`src/rtl/mm_pkg.sv`:
```
// Shared constants and state type for the 8x8 systolic matrix-multiply block.
package mm_pkg;

   localparam int ARR_DIM = 8;
   localparam int BAR_W = 64;
   // Read latency + skew/propagation across the array + PE output register.
   localparam int DRAIN_CYC = 1 + 2 * (ARR_DIM - 1) + 1;
   localparam int DRAIN_W = $clog2(DRAIN_CYC + 1);

   typedef enum logic [2:0] {
      ST_IDLE,
      ST_CLEAR,
      ST_FEED,
      ST_DRAIN,
      ST_DONE
   } mm_ctrl_state_t;

endpackage

```
`src/rtl/mm_systolic_ctrl.sv`:
```
// Job sequencer for the systolic array: flush, stream K operand bar pairs, drain, hold result.
//
// state    | meaning
// ---------+-------------------------------------------------------------
// ST_IDLE  | waiting for a job command, cmd_ready high
// ST_CLEAR | one-cycle accumulator flush to the array
// ST_FEED  | issuing buffer reads at base+issue_cnt, paused by src_stall
// ST_DRAIN | waiting DRAIN_CYC cycles for the last bar to settle in the PEs
// ST_DONE  | res_valid held until res_ack
module mm_systolic_ctrl
   import mm_pkg::*;
#(
   parameter int K_W = 10,
   parameter int ADDR_W = 10
) (
   input  logic              clk,
   input  logic              rst,
   input  logic              cmd_valid,
   output logic              cmd_ready,
   input  logic [K_W-1:0]    cmd_k,
   input  logic [ADDR_W-1:0] cmd_a_base,
   input  logic [ADDR_W-1:0] cmd_b_base,
   input  logic              src_stall,
   output logic              a_rd_en,
   output logic              b_rd_en,
   output logic [ADDR_W-1:0] a_rd_addr,
   output logic [ADDR_W-1:0] b_rd_addr,
   input  logic [BAR_W-1:0]  a_rd_data,
   input  logic [BAR_W-1:0]  b_rd_data,
   output logic [BAR_W-1:0]  row_bar,
   output logic [BAR_W-1:0]  col_bar,
   output logic              bar_valid,
   output logic              flush,
   output logic              res_valid,
   input  logic              res_ack,
   output logic              busy
);

   mm_ctrl_state_t     state;
   logic [K_W-1:0]     k_lat;
   logic [K_W-1:0]     issue_cnt;
   logic [ADDR_W-1:0]  a_base;
   logic [ADDR_W-1:0]  b_base;
   logic [DRAIN_W-1:0] drain_cnt;
   logic               rd_en;

   // Reads react to src_stall in the same cycle, so the strobe is decoded from state.
   assign rd_en     = (state == ST_FEED) && !src_stall;
   assign a_rd_en   = rd_en;
   assign b_rd_en   = rd_en;
   assign a_rd_addr = a_base + ADDR_W'(issue_cnt);
   assign b_rd_addr = b_base + ADDR_W'(issue_cnt);
   assign row_bar   = a_rd_data;
   assign col_bar   = b_rd_data;

   always_ff @(posedge clk) begin
      if (rst) begin
         state     <= ST_IDLE;
         k_lat     <= '0;
         issue_cnt <= '0;
         a_base    <= '0;
         b_base    <= '0;
         drain_cnt <= '0;
         cmd_ready <= 1'b1;
         busy      <= 1'b0;
         flush     <= 1'b0;
         bar_valid <= 1'b0;
         res_valid <= 1'b0;
      end else begin
         flush     <= 1'b0;
         bar_valid <= rd_en;
         case (state)
            ST_IDLE: begin
               if (cmd_valid) begin
                  k_lat     <= cmd_k;
                  a_base    <= cmd_a_base;
                  b_base    <= cmd_b_base;
                  issue_cnt <= '0;
                  flush     <= 1'b1;
                  cmd_ready <= 1'b0;
                  busy      <= 1'b1;
                  state     <= ST_CLEAR;
               end
            end
            ST_CLEAR: begin
               if (k_lat != '0) begin
                  state <= ST_FEED;
               end else begin
                  drain_cnt <= DRAIN_W'(DRAIN_CYC - 1);
                  state     <= ST_DRAIN;
               end
            end
            ST_FEED: begin
               if (!src_stall) begin
                  issue_cnt <= issue_cnt + K_W'(1);
                  if (issue_cnt == k_lat - K_W'(1)) begin
                     drain_cnt <= DRAIN_W'(DRAIN_CYC - 1);
                     state     <= ST_DRAIN;
                  end
               end
            end
            ST_DRAIN: begin
               if (drain_cnt == '0) begin
                  res_valid <= 1'b1;
                  state     <= ST_DONE;
               end else begin
                  drain_cnt <= drain_cnt - DRAIN_W'(1);
               end
            end
            ST_DONE: begin
               if (res_ack) begin
                  res_valid <= 1'b0;
                  cmd_ready <= 1'b1;
                  busy      <= 1'b0;
                  state     <= ST_IDLE;
               end
            end
            default: begin
               cmd_ready <= 1'b1;
               busy      <= 1'b0;
               res_valid <= 1'b0;
               state     <= ST_IDLE;
            end
         endcase
      end
   end

endmodule
```
`config.mk`:
```
export PLATFORM = sky130hd
export DESIGN_NAME = mm_systolic_ctrl
export DESIGN_NICKNAME = d
export VERILOG_FILES = /design/src/rtl/mm_pkg.sv /design/src/rtl/mm_systolic_ctrl.sv
export SDC_FILE = /design/constraint.sdc
export NUM_CORES = 1
export LEC_CHECK = 0
export ABC_AREA = 1
export ABC_CLOCK_PERIOD_IN_PS = 4730
export CAP_MARGIN = 20
export CORE_AREA = 4 4 121 123
export DETAILED_ROUTE_END_ITERATION = 12
export DIE_AREA = 0 0 125 127
export DONT_BUFFER_PORTS = 1
export PLACE_DENSITY = 0.5
export SYNTH_ARGS = -nofsm -noshare
export SYNTH_HDL_FRONTEND = slang
export SYNTH_SLANG_ARGS = --single-unit
```
`constraint.sdc`:
```
create_clock -name clk -period 4.73 [get_ports clk]
set_clock_uncertainty 0.05 [all_clocks]
set_input_delay 0.2365 -clock clk [delete_from_list [all_inputs] [get_ports clk]]
set_output_delay 0.2365 -clock clk [all_outputs]
set_load 0.01 [all_outputs]
```
==> impl_metrics.csv, run 1 <==
group,metric,value,unit
layout,drive_above_1_share,6.951,%
cts,post_cts_resized,0,
critical_path,cp_cell_sequence,"ha_1, inv_1, fa_1, o21ai_0, nand2_1, nand2_1, a21oi_1, nor2_1, nor2_1, nor2_1, nor2_1, xnor2_1",
power,finalPower,1766,uW
cts,cts_tree,"yes",
die,initial_utilization,30.53,%
timing,worst_slew_pin_slew,0.8051,ns
cts,cts_setup_buffers,0,
cts,worstSkewPairLatency,0.30,ns
place,dp_cells,617,
routing,wl_per_cell,15.54,um
global_routing,grtUsageTotal,11.89,%
synthesis,ys_types,30,
critical_path,crit_fanout,6,
cts,clock-sinks,53,
synthesis,yosys_register_bits,53,
layout,instances_no_fill,626,
cts,clk_pin_slew,0.07,ns
critical_path,worstPathRequired,4.44,ns
timing,setup_viol,0,
timing,slew_headroom,46.27,%
global_routing,grt_pass1_wl,15300,um
critical_path,critPathBufInv,1,
critical_path,critPathSlowestCell,"dfxtp_1",
critical_path,end_kind,"output pin",
synthesis,yosys_warnings,0,
cts,ctsHoldBuffers,1,
die,fp.dieW,125,um
routing,via_per_inst,4.813,
synthesis,async_flop_share,0,%
timing,final.setup.worst_slack,1.910,ns
synthesis,synth-edff-count,0,
synthesis,synth_nets,760,
synthesis,synth_ff_type,"dfxtp_1",
routing,drt_iter0_markers,159,
min_path,worstHoldStart,"cmd_k[7]",
synthesis,ys_seq_area_share,25.43,%
die,rows,43,
place,place_ws,2.182,ns
layout,nFillCells,1540,
synthesis,synth.avg_cell_area,7.295,um2
place,gp_congestion,0.8040,
power,leakage,0.001554,uW
die,core_area,13670,um2
timing,period_share,59.62,%
layout,n_antenna_cell,0,
power,p_per_area,494.4,nW/um2
routing,antenna_left,0,
timing,hold_violations,0,
critical_path,reg2reg_depth,8,
critical_path,max_stage_delay,0.44,ns
global_routing,grt_max_degree,32,
critical_path,cp-start-kind,"flip-flop",
job,cap_violations,0,
cts,cts_root_buf,"clkbuf_16",
synthesis,synth.area.top_cells,"dfxtp_1, buf_4, nand2_1, ha_1, inv_1",
critical_path,crit_family,"adder cells",
critical_path,reg2reg_from,"state[2]",
critical_path,cp.arrival,2.53,ns
power,vdd_ir_drop_max,0.0002272,V
routing,dr_total_vias,3013,
routing,routed_wl,9727,um
layout,post-route-util,26.14,%
critical_path,rrSetupSlack,2.45,ns
timing,min_period,2.820,ns
synthesis,synth_top_cells_by_count,"buf_4, nand2_1, inv_1, dfxtp_1, nor2_1",
cts,cts_buffers,5,
global_routing,antenna_found_initial,0,
die,die_area,15880,um2
layout,areaGrowthSynthToFinish,-14.39,%
synthesis,mappedNetlistArea,4173,um2
layout,nets,633,
synthesis,synthCells,572,
die,io_pins,318,
timing,setup-tns-final,0,ns
routing,drc_errors,0,
place,io_buffers,0,
critical_path,timing.rr.end,"issue_cnt[8]",
outcome,outcome,"completed",
cts,htreeDepth,2,
synthesis,synth_top_cell_by_area,"dfxtp_1",
timing,fmax,354.6,MHz
critical_path,cp_common_cell,"nor2_1",
die,die_y,127,um
min_path,hold_path_class,"in2reg",
cts,cts_max_path_buffers,2,
min_path,min_to,"k_lat[7]",
global_routing,grt_pass1_vias,2978,
timing,drv_slew,0,
synthesis,synth_top_area_share,25.43,%
min_path,hold_depth,2,
timing,rsz0062_at_grt,"no",
global_routing,gr-total-overflow,0,
critical_path,critPathKind,"reg2out",
place,detailedPlacementHpwl,7590,um
synthesis,yosysMostFrequentCell,"buf_4",
routing,drt_pre_antenna_iters,4,
## through the flow
step / cell area [um2] / hold WS [ns]
floorplan: 4173 / 0.2968
global placement: 3410 / 0.2577
detailed placement: 3410 / 0.2590
CTS: 3572 / 0.001571
global route: 3572 / 0.007981
finish: 3572 / 0.008002
## area by class of cell
class	count	area, um2	area share [%]
multi-input cells	326	1902	53.24
clock buffers	6	138.9	3.888
well taps	180	225.2	6.305
clock inverters	2	13.76	0.3853
inverters	57	214.0	5.989
repair buffers	2	17.52	0.4904
flip-flops and latches	53	1061	29.70
## cells by family after synthesis
family                     count (synthesis)  share of synthesized area (%)
xor gates and xnor gates                  22                          4.618
AOI/OAI and AO/OA                         80                          11.84
and+or+nand+nor                          199                          21.20
adders and majority gates                 25                          7.856
buffers and inverters                    193                          29.06
DFF                                       53                          25.43
## layer usage
layer / up-vias / wire length (um) / track usage (%)
met5: - / 0 / 0
met4: 0 / 490 / 6.569
met3: 69 / 1252 / 6.062
met2: 142 / 3991 / 17.62
met1: 1334 / 3993 / 13.95
li1: 1468 / - / -
## flip-flops by register name (all words and copies together) (netlist names)
register,cells
issue_cnt,10
state,3
busy,1
a_base,10
bar_valid,1
cmd_ready,1
res_valid,1
flush,1
k_lat,10
b_base,10
drain_cnt,5
## placed cells by master (no fill, tap or decap), types with 9 or more instances in the layout
cell,instances
inv_1,54
xor2_1,17
a22o_1,18
nand2_1,92
dfxtp_1,53
a21oi_1,31
o21ai_0,23
nor3_1,9
nand3_1,22
ha_1,23
nor2_1,49
## how the worst max path moves through the flow
stage	startpoint	slack, ns	end	cells after the start
2_1_floorplan	issue_cnt[0]	2.48	b_rd_addr[8]	12
3_3_place_gp	issue_cnt[0]	2.22	a_rd_addr[8]	12
3_5_place_dp	issue_cnt[0]	2.18	a_rd_addr[8]	12
4_1_cts	issue_cnt[0]	1.86	a_rd_addr[8]	12
5_1_grt	issue_cnt[0]	1.67	b_rd_addr[8]	12
6_report	issue_cnt[0]	1.91	a_rd_addr[8]	12
## report_power, final
part	internal, uW	switching, uW
registers	543	81.5
clock network	211	169
logic	264	497
total	1020	748
(Power assumes the default switching activity.)
==> run 2, diff against run 1 <==
Settings changed: ABC_CLOCK_PERIOD_IN_PS 4730 to 2900.
Clock period 4.73 ns to 2.9 ns, I/O delays scaled along.
==> run 2 against run 1 <==
Clock-buffer cell count down 1. Flip-flop and latch count unchanged. Critical path depth did not move. Global-route usage grew 0.22 points. Wire length grew 1.9%. Cell count is 5.3% higher. Sequential share of layout area down 2.8 points. Clock power increased by 110%. Critical path type unchanged. Largest cell class unchanged. Highest routed layer unchanged.
==> impl_metrics.csv, run 2 (synthesized netlist as in run 1, its figures left out) <==
group,metric,value,unit
die,core_area,13670,um2
place,io_buffers,0,
cts,cts_root_buf,"clkbuf_16",
die,initial_utilization,30.53,%
global_routing,antenna_found_initial,1,
layout,nets,665,
timing,worst_slew_pin_slew,0.4588,ns
power,p_per_area,785.3,nW/um2
critical_path,cp_common_cell,"nor2_1",
cts,htreeDepth,2,
global_routing,grt_pass1_vias,3187,
critical_path,critPathBufInv,1,
cts,cts_max_path_buffers,2,
routing,dr_total_vias,3162,
power,finalPower,3093,uW
timing,whs,0.01001,ns
global_routing,gr-total-overflow,0,
routing,wl_per_cell,15.05,um
timing,setup_viol,0,
cts,worstSkewPairLatency,0.29,ns
critical_path,max_stage_delay,0.45,ns
place,dp_cells,619,
place,place_area,3425,um2
outcome,outcome,"completed",
timing,fmax,377.9,MHz
critical_path,cp.arrival,2.45,ns
critical_path,end_kind,"output pin",
layout,nFillCells,1495,
global_routing,grt_pass1_wl,15830,um
critical_path,crit_family,"adder cells",
timing,min_period,2.646,ns
global_routing,grtUsageTotal,12.11,%
die,rows,43,
timing,slew_headroom,69.31,%
place,detailedPlacementHpwl,7612,um
routing,antenna_left,0,
die,io_pins,318,
critical_path,cp-start-kind,"flip-flop",
layout,drive_above_1_share,7.113,%
timing,hold_violations,0,
critical_path,crit_fanout,6,
layout,instances_no_fill,659,
critical_path,cp_cell_sequence,"ha_1, inv_1, fa_1, o21ai_1, nand2_1, nand2_1, a21oi_1, nor2_1, nor2_1, nor2_1, nor2_1, xnor2_1",
timing,rsz0062_at_grt,"no",
routing,via_per_inst,4.798,
die,fp.dieW,125,um
routing,dr_wl_met2,4039,um
die,die_y,127,um
routing,drt_iter0_markers,166,
routing,wl_met3,1040,um
layout,layout.cells.most_common_list,"nand2_1, inv_1, dfxtp_1",
timing,setup-tns-final,0,ns
layout,layout_commonest_cell,"nand2_1",
routing,wl_met1,4293,um
layout,multiInputGateArea,1909,um2
cts,cts_buffers,5,
routing,routed_wl,9916,um
power,leakage,0.001714,uW
timing,period_share,91.24,%
critical_path,critPathKind,"reg2out",
cts,cts_tree,"yes",
layout,seq_area,1061,um2
power,vdd_ir_drop_max,0.0003787,V
global_routing,grt_max_degree,32,
routing,highest_layer,"met4",
min_path,worstHoldStart,"rst",
layout,stdcell_area,3939,um2
timing,drv_slew,0,
cts,clock-sinks,53,
cts,clk_pin_slew,0.07,ns
routing,drc_errors,0,
critical_path,startpoint,"issue_cnt[0]",
place,gp_congestion,0.8433,
critical_path,critPathSlowestCell,"dfxtp_1",
job,cap_violations,0,
die,die_area,15880,um2
cts,cts_setup_buffers,0,
layout,areaGrowthSynthToFinish,-5.607,%
routing,drt_pre_antenna_iters,4,
critical_path,worstPathRequired,2.71,ns
critical_path,reg2reg_from,"k_lat[0]",
min_path,hold_path_class,"in2reg",
==> run 2: cell types whose count changed in the layout (fill, tap and decap cells not counted), sizes merged <==
cell | before | now
dlygate4sd3 | 1 | 31
buf | 1 | 3
bufinv | 0 | 2
clkinv | 2 | 0
clkbuf | 6 | 5
diode | 0 | 1
inv | 57 | 58
==> run 2: repair_timing <==
| action | in CTS | in global routing |
|---|---|---|
| endpoints found under the setup margin | 0 | 2 |
| hold buffers | 31 | 0 |
| resized for setup | 0 | 3 |
| endpoints found under the hold margin | 39 | 0 |
==> run 2: worst register-to-register path: stages, from the launching register on <==
cell	delay, ns
dfxtp_1	0.35
inv_1	0.14
ha_1	0.31
inv_1	0.10
nand2_1	0.06
nand3_1	0.08
nand2_1	0.05
nor2_1	0.14
nand3_1	0.11
nor2_1	0.10
nand3_1	0.08
nand2_2	0.13
nand3_2	0.14
nand2_1	0.09
a21oi_1	0.05
==> run 2: through the flow <==
step	worst slack (ns)	util, %
2_1_floorplan	0.7366	-
3_3_place_gp	0.4960	25.06
3_5_place_dp	0.4581	25.06
4_1_cts	0.1198	28.75
5_1_grt	0.001244	28.82
6_report	0.2539	28.82
==> run 2: where the power goes <==
group | internal [uW] | total (uW) | switching [uW]
logic | 467 | 1290 | 821
clock network | 498 | 787 | 289
registers | 886 | 1020 | 132
total | 1850 | 3090 | 1240
==> run 2: final cells by class <==
class	instances	area share [%]
Multi-Input combinational cell	326	48.48
Sequential cell	53	26.94
Timing Repair Buffer	34	8.450
Tap cell	180	5.718
Inverter	57	5.432
Clock buffer	5	3.177
Clock inverter	3	1.747
Antenna cell	1	0.06353
==> run 2: layer usage <==
metal  track usage, %  up-vias
met4            6.952        0
met5                0        -
met1            14.53     1416
met2            18.06      139
li1                 -     1535
met3            5.309       72
==> run 2: path summary, 6_finish.rpt <==
path	to	slack [ns]	cells past startpoint
worst max-delay path	b_rd_addr[8]	0.25	12
worst min-delay path	cmd_ready	0.01	2
worst max register to register	drain_cnt[3]	0.80	14
worst min register to register	a_base[4]	0.43	1
